## src/rtl/pipe_ctrl.sv

```systemverilog
// pipe_ctrl: stall/bubble control for the five-stage Y86-64 pipeline with memory-wait and halt FSM
module pipe_ctrl #(
  parameter int CNT_W = 32
) (
  input  logic             clk_i,
  input  logic             rst_n_i,
  input  logic [3:0]       D_icode_i,
  input  logic [3:0]       E_icode_i,
  input  logic [3:0]       M_icode_i,
  input  logic [3:0]       E_dstM_i,
  input  logic [3:0]       d_srcA_i,
  input  logic [3:0]       d_srcB_i,
  input  logic             e_Cnd_i,
  input  logic [2:0]       m_stat_i,
  input  logic [2:0]       W_stat_i,
  input  logic             imem_ready_i,
  input  logic             dmem_req_i,
  input  logic             dmem_ready_i,
  output logic             F_stall_o,
  output logic             D_stall_o,
  output logic             E_stall_o,
  output logic             M_stall_o,
  output logic             W_stall_o,
  output logic             D_bubble_o,
  output logic             E_bubble_o,
  output logic             M_bubble_o,
  output logic             W_bubble_o,
  output logic [1:0]       state_o,
  output logic             halted_o,
  output logic [CNT_W-1:0] stall_cnt_o
);
  typedef enum logic [1:0] {RUN = 2'd0, MEM_WAIT = 2'd1, HALTED = 2'd2} state_t;
  state_t state, state_nx;
  logic lu, rt, mp, iw, exc, halt, wt, ex, hz;
  logic [8:0] ctl;
  always_ff @(posedge clk_i or negedge rst_n_i)
    if (!rst_n_i) state <= RUN;
    else state <= state_nx;
  always_comb begin
    lu = (E_icode_i == 4'h5 || E_icode_i == 4'hB) && E_dstM_i != 4'hF &&
         (E_dstM_i == d_srcA_i || E_dstM_i == d_srcB_i);
    rt = D_icode_i == 4'h9 || E_icode_i == 4'h9 || M_icode_i == 4'h9;
    mp = E_icode_i == 4'h7 && !e_Cnd_i;
    iw = !imem_ready_i;
    exc = W_stat_i != 3'd1;
    halt = state == HALTED;
    wt = state == MEM_WAIT ? !dmem_ready_i : state == RUN && !exc && dmem_req_i && !dmem_ready_i;
    ex = !halt && !wt && exc;
    hz = !halt && !wt && !exc;
    ctl = {halt | wt | ex | (hz & (lu | rt | iw)),
           halt | wt | ex | (hz & lu),
           halt | wt | ex,
           halt | wt,
           halt | ex,
           hz & !lu & (mp | rt | iw),
           hz & (mp | lu),
           ex | (hz & m_stat_i != 3'd1),
           wt};
    state_nx = (halt || ex) ? HALTED : wt ? MEM_WAIT : RUN;
  end
  assign {F_stall_o, D_stall_o, E_stall_o, M_stall_o, W_stall_o,
          D_bubble_o, E_bubble_o, M_bubble_o, W_bubble_o} = rst_n_i ? ctl : 9'd0;
  assign state_o = state;
  assign halted_o = state == HALTED;
  always_ff @(posedge clk_i or negedge rst_n_i)
    if (!rst_n_i) stall_cnt_o <= '0;
    else if (F_stall_o && state != HALTED && stall_cnt_o != '1) stall_cnt_o <= stall_cnt_o + 1'b1;
endmodule

```

## config.mk

```make
export PLATFORM = sky130hd
export DESIGN_NAME = pipe_ctrl
export DESIGN_NICKNAME = d
export VERILOG_FILES = /design/src/rtl/pipe_ctrl.sv
export SDC_FILE = /design/constraint.sdc
export NUM_CORES = 1
export LEC_CHECK = 0
export CORE_MARGIN = 5
export CORE_UTILIZATION = 30
export DETAILED_ROUTE_END_ITERATION = 16
export SYNTH_ARGS = -nofsm -noshare
export SYNTH_HDL_FRONTEND = slang
export SYNTH_SLANG_ARGS = --single-unit
```

## constraint.sdc

```tcl
create_clock -name clk_i -period 5.17 [get_ports clk_i]
set_input_delay 0.517 -clock clk_i [delete_from_list [all_inputs] [get_ports clk_i]]
set_output_delay 0.517 -clock clk_i [all_outputs]
set_load 0.01 [all_outputs]
```

# ---- Word level (Yosys, flattened, before mapping)
# Index checks and enable logic that the tools add are counted.
dict set report classes {
  add_sub_neg 1
  n_eq_ne 15
  n_mux 4
  n_bitwise 17
  reduce_logical 24
}
# operator count
set op_table {}
lappend op_table {{32-bit by 1-bit adder with 32-bit output (second input constant)} 1}
lappend op_table {{32-bit != test (second input constant)} 1}
lappend op_table {{4-bit == test (second input constant)} 4}
lappend op_table {{1-bit logical AND} 11}
lappend op_table {{1-bit bitwise OR} 11}
lappend op_table {{9-bit two-way mux} 1}
lappend op_table {{4-bit by 3-bit == test with 1-bit output (second input constant)} 2}
lappend op_table {{4-bit == test} 2}
lappend op_table {{1-bit zero test} 7}
lappend op_table {{1-bit bitwise AND} 6}
lappend op_table {{3-bit by 1-bit != test with 1-bit output (second input constant)} 2}
lappend op_table {{1-bit logical OR} 5}
lappend op_table {{4-bit != test (second input constant)} 1}
lappend op_table {{2-bit by 1-bit == test with 1-bit output (second input constant)} 1}
lappend op_table {{2-bit == test (second input constant)} 1}
lappend op_table {{2-bit zero test} 1}
lappend op_table {{1-bit two-way mux} 2}
lappend op_table {{2-bit two-way mux} 1}
lappend op_table {{2-bit != test (second input constant)} 1}
dict set report word_totals {
  ff_bits 34
  output_inout_bits 44
  elab_cells 63
}

# ---- Longest topological paths before layout
dict set report logic_depth {
  word_depth 14
  depth_mapped 8
}

# ---- Least setup slack after synthesis
# No wires, ideal clock.
dict set report synth_path {
  kind {input to register}
  from {input port E_icode_i[1]}
  to {register stall_cnt_o[29]}
  setup_ns 0.128
  t_arrival_ns 2.175
  required_ns 5.042
  path_slack_ns 2.867
  path_stages 5
  n_path_buf 0
  cell_sequence {or3b_1 > a221o_1 > a21o_4 > or4_4 > xnor2_2}
}
dict set report synth_between {
  elab_chain_len 11
  word_cells_on_any_way 15
  classes_between {3 x eq/ne; 1 x mux; 4 x bitwise; 7 x reduce/logical}
}
# item line
set synth_lines {}
lappend synth_lines {{from (decl)} 8} ;# input logic [3:0] E_icode_i,
lappend synth_lines {{4-bit by 3-bit == test with 1-bit output / 4-bit == test (equally long branches)} 40} ;# lu = (E_icode_i == 4'h5 || E_icode_i == 4'hB) && E_dstM_i != 4'hF &&
lappend synth_lines {{1-bit logical OR} 40}
lappend synth_lines {{1-bit logical AND (2 in series)} 40}
lappend synth_lines {{1-bit bitwise OR (*) (2 in series)} 50} ;# ctl = {halt | wt | ex | (hz & (lu | rt | iw)),
lappend synth_lines {{1-bit bitwise AND (*)} 50}
lappend synth_lines {{1-bit bitwise OR (*)} 50}
lappend synth_lines {{9-bit two-way mux (*)} 62} ;# D_bubble_o, E_bubble_o, M_bubble_o, W_bubble_o} = rst_n_i ? ctl : 9'd0;
lappend synth_lines {{1-bit logical AND (*) (2 in series)} 67} ;# else if (F_stall_o && state != HALTED && stall_cnt_o != '1) stall_cnt_o <= stall_cnt_o + 1'b1;
lappend synth_lines {{to (signal assigned)} 67}
lappend synth_lines {{to (decl)} 30} ;# output logic [CNT_W-1:0] stall_cnt_o
# Mark *: on every way between the ends. The rest lies on a longest branch, timed or not.
# A chain may end at the register's enable or synchronous reset.

# ---- Worst setup path after layout
dict set report layout_path {
  from {input port W_stat_i[0]}
  to {output port W_stall_o}
}
dict set report layout_between {
  elab_chain_len 11
}
# item line
set layout_lines {}
lappend layout_lines {{from (decl)} 15} ;# input logic [2:0] W_stat_i,
lappend layout_lines {{3-bit by 1-bit != test with 1-bit output (*)} 45} ;# exc = W_stat_i != 3'd1;
lappend layout_lines {{1-bit zero test} 47} ;# wt = state == MEM_WAIT ? !dmem_ready_i : state == RUN && !exc && dmem_req_i && !dmem_ready_i;
lappend layout_lines {{1-bit logical AND (3 in series)} 47}
lappend layout_lines {{1-bit two-way mux} 47}
lappend layout_lines {{1-bit zero test} 48} ;# ex = !halt && !wt && exc;
lappend layout_lines {{1-bit logical AND} 48}
lappend layout_lines {{1-bit logical AND (*)} 48}
lappend layout_lines {{1-bit bitwise OR (*)} 54} ;# halt | ex,
lappend layout_lines {{net ctl[4]} 35} ;# logic [8:0] ctl;
lappend layout_lines {{9-bit two-way mux (*)} 62}
lappend layout_lines {{to (decl)} 23} ;# output logic W_stall_o,
# The timed path passes the listed nets; every way through them passes the cells marked *.

==> impl_metrics.json <==
{
  "stdcell_count": 354,
  "final_cell_mix": "78 x clkdlybuf4s50_1, 34 x dfrtp_1, 30 x xnor2_1, 20 x nand4_1, 17 x nand2_1",
  "n_antenna_cell": 0,
  "initial_core_util_pct": 30.56,
  "avgSynthCellArea_um2": 9.990,
  "dieArea_mm2": 0.008093,
  "vias": 1807,
  "use_met3_pct": 4.090,
  "drive_gt1_share_pct": 6.137,
  "grt_max_degree": 44,
  "clkSlewWorstSetupHoldPaths_ns": 0.07,
  "cts_tree": "built",
  "rsz0062_at_grt": "no",
  "crit_buf_inv": 2,
  "fp.dieH_um": 89.96,
  "post-route-drc-count": 0,
  "routedWlPerCell_um": 14.98,
  "finalWeightedCongestion": 0.7964,
  "fin_crit_ns": 3.257,
  "ys_seq_elements": 34,
  "criticalPathCategory": "input pin to output port",
  "yosys_warnings": 0,
  "drt_iter0_markers": 55,
  "port_buffers": 79,
  "slowest_stage": "clkdlybuf4s50_1",
  "yosysUniqueCellTypes": 39,
  "wl_mm": 5.304,
  "outcome": "finished clean",
  "cts-resized-gates": 0,
  "relSlewSlack_pct": 41.58,
  "fin_setup_tns_ns": 0,
  "synth-edff-count": 0,
  "hold_viol": 0,
  "critPathCaptureType": "output port",
  "ys_seq_area_share_pct": 44.36,
  "place_inst": 346,
  "ys.flop_type": "dfrtp_1",
  "drtPass1Iterations": 4,
  "cp.required_ns": 4.65,
  "grt.busiest_layer": "met2",
  "post_cts_buffers": 0,
  "pwr_density_cell_mw_per_mm2": 178.4,
  "p_leak_nw": 1.123,
  "crit_arrival_ns": 2.74,
  "worstReg2RegStart": "stall_cnt_o[0]",
  "dpl.hpwl_mm": 3.947,
  "grtUsageMet2_pct": 20.85,
  "insertion_delay_ns": 0.29,
  "final_common_cell": "clkdlybuf4s50_1",
  "postRouteAntennaNets": 0,
  "finalCritPeriodShare_pct": 62.99,
  "placementRows": 29,
  "worstPathCellList": "clkdlybuf4s50_1 > nor3b_1 > a21oi_1 > nor3_1 > o21ai_0 > and2_1 > clkdlybuf4s50_1",
  "clk_path_buf_depth": 2,
  "start_kind": "input pin",
  "reg2regPathDepth": 7,
  "async_reset_ff_share_pct": 100.0,
  "slew_violations": 0,
  "met1_usage_pct": 18.25,
  "synth_cells": 192,
  "vdd_ir_drop_max_mv": 0.1652,
  "ios": 80,
  "cts_hold_buffers": 0,
  "overflow": 0,
  "cp_max_fo": 5,
  "area_growth_syn_to_layout_pct": 50.16,
  "finalSetupViolCount": 0,
  "syn_area_mm2": 0.001918,
  "cap_violations": 0,
  "synth.net_count": 229,
  "crit_path_max_incr_delay_ns": 0.48,
  "tightest_slew_ns": 0.8763,
  "rr_endpoint": "stall_cnt_o[26]",
  "clkSinkCount": 34,
  "r2r_setup_slack_ns": 2.66,
  "crit_top_cell": "clkdlybuf4s50_1",
  "cts-root-buf": "clkbuf_8",
  "grtUsageTotal_pct": 13.48,
  "core_mm2": 0.006277,
  "cts-buffers-inserted": 5,
  "htreeDepth": 2,
  "fmax_mhz": 307.1,
  "hold_path.class": "input pin to async pin",
  "first_global_vias": 1808,
  "fin_nets": 313,
  "grt_pass1_wl_mm": 9.087,
  "cpLargestDelayFamily": "simple AND/OR/NAND/NOR gates",
  "antenna_found_initial": 0,
  "vias_per_cell": 5.105,
  "die_x_um": 89.96,
  "clock_skew_ns": 0.008657
}
[cell usage after synthesis (all sizes together) (2+ instances only)]
cell type	number	share of area [%]
dfrtp	34	44
xnor2	31	15
nand4	20	6.5
nand2	17	3.3
nand3	16	4.2
and3	8	2.6
nor2	8	1.6
xor2	8	3.7
nor4	7	2.3
nor3	6	1.8
and2	5	1.6
nor4bb	3	1.6
a21oi	2	0.52
buf	2	0.52
nor2b	2	0.65
or3	2	0.65
or4	2	0.98
[cell families (layout without fill, tap and decap cells)]
group / Yosys count / in the layout / synth area share [%]
adder cells (fa/ha/maj): 1 / 1 / 0.6522
flip-flops: 34 / 34 / 44.36
AND/OR/NAND/NOR: 103 / 103 / 30.79
buffers and inverters: 4 / 89 / 0.9129
XOR/XNOR: 39 / 39 / 18.20
AO/OA/AOI/OAI: 10 / 10 / 4.501
multiplexers: 1 / 1 / 0.5870
[layout make-up]
class                           count  area (um2)
Multi-Input combinational cell    154        1050
Tap cell                           77       96.34
Fill cell                         600        3397
Inverter                            1       3.754
Clock inverter                      2       13.76
Clock buffer                        6       72.57
Sequential cell                    34       850.8
Timing Repair Buffer               80       793.3
[report_power, final]
part           total [W]  internal [W]  switching (W)
clock           0.000195     0.0000950      0.0000999
sequential      0.000266      0.000266    0.000000117
combinational  0.0000529     0.0000342      0.0000186
total           0.000514      0.000395       0.000119
[through the flow]
step | total power, W | setup WS (ns) | util (%) | instance area (um2) | hold slack (ns)
after floorplan | 0.0002842 | 2.867 | - | 1918 | 0.2214
after global placement | 0.0003245 | 2.016 | 44.51 | 2794 | 0.4929
after detailed placement | 0.0003248 | 1.935 | 44.51 | 2794 | 0.4944
after CTS | 0.0005210 | 1.928 | 45.88 | 2880 | 0.3709
after global routing | 0.0005403 | 1.783 | 45.88 | 2880 | 0.4420
final | 0.0005137 | 1.913 | 45.88 | 2880 | 0.3482
[how the worst max path moves through the flow]
| stage | startpoint | end | cells past startpoint |
|---|---|---|---|
| after floorplan | E_icode_i[1] | stall_cnt_o[29] | 5 |
| after global placement | W_stat_i[0] | W_stall_o | 7 |
| after detailed placement | W_stat_i[0] | W_stall_o | 7 |
| after CTS | W_stat_i[0] | W_stall_o | 7 |
| after global routing | W_stat_i[0] | W_stall_o | 7 |
| final | W_stat_i[0] | W_stall_o | 7 |
[flip-flops by register name (all words and copies together), names as in the netlist]
signal and count:
state_o 2, stall_cnt_o 32
[metal layers]
layer	share of wire, %	up-vias
met4	0.51	0
met2	46	62
li1	-	876
met1	48	867
met5	0	-
met3	6.1	2
Note: power is estimated with default switching activity, not from simulation.
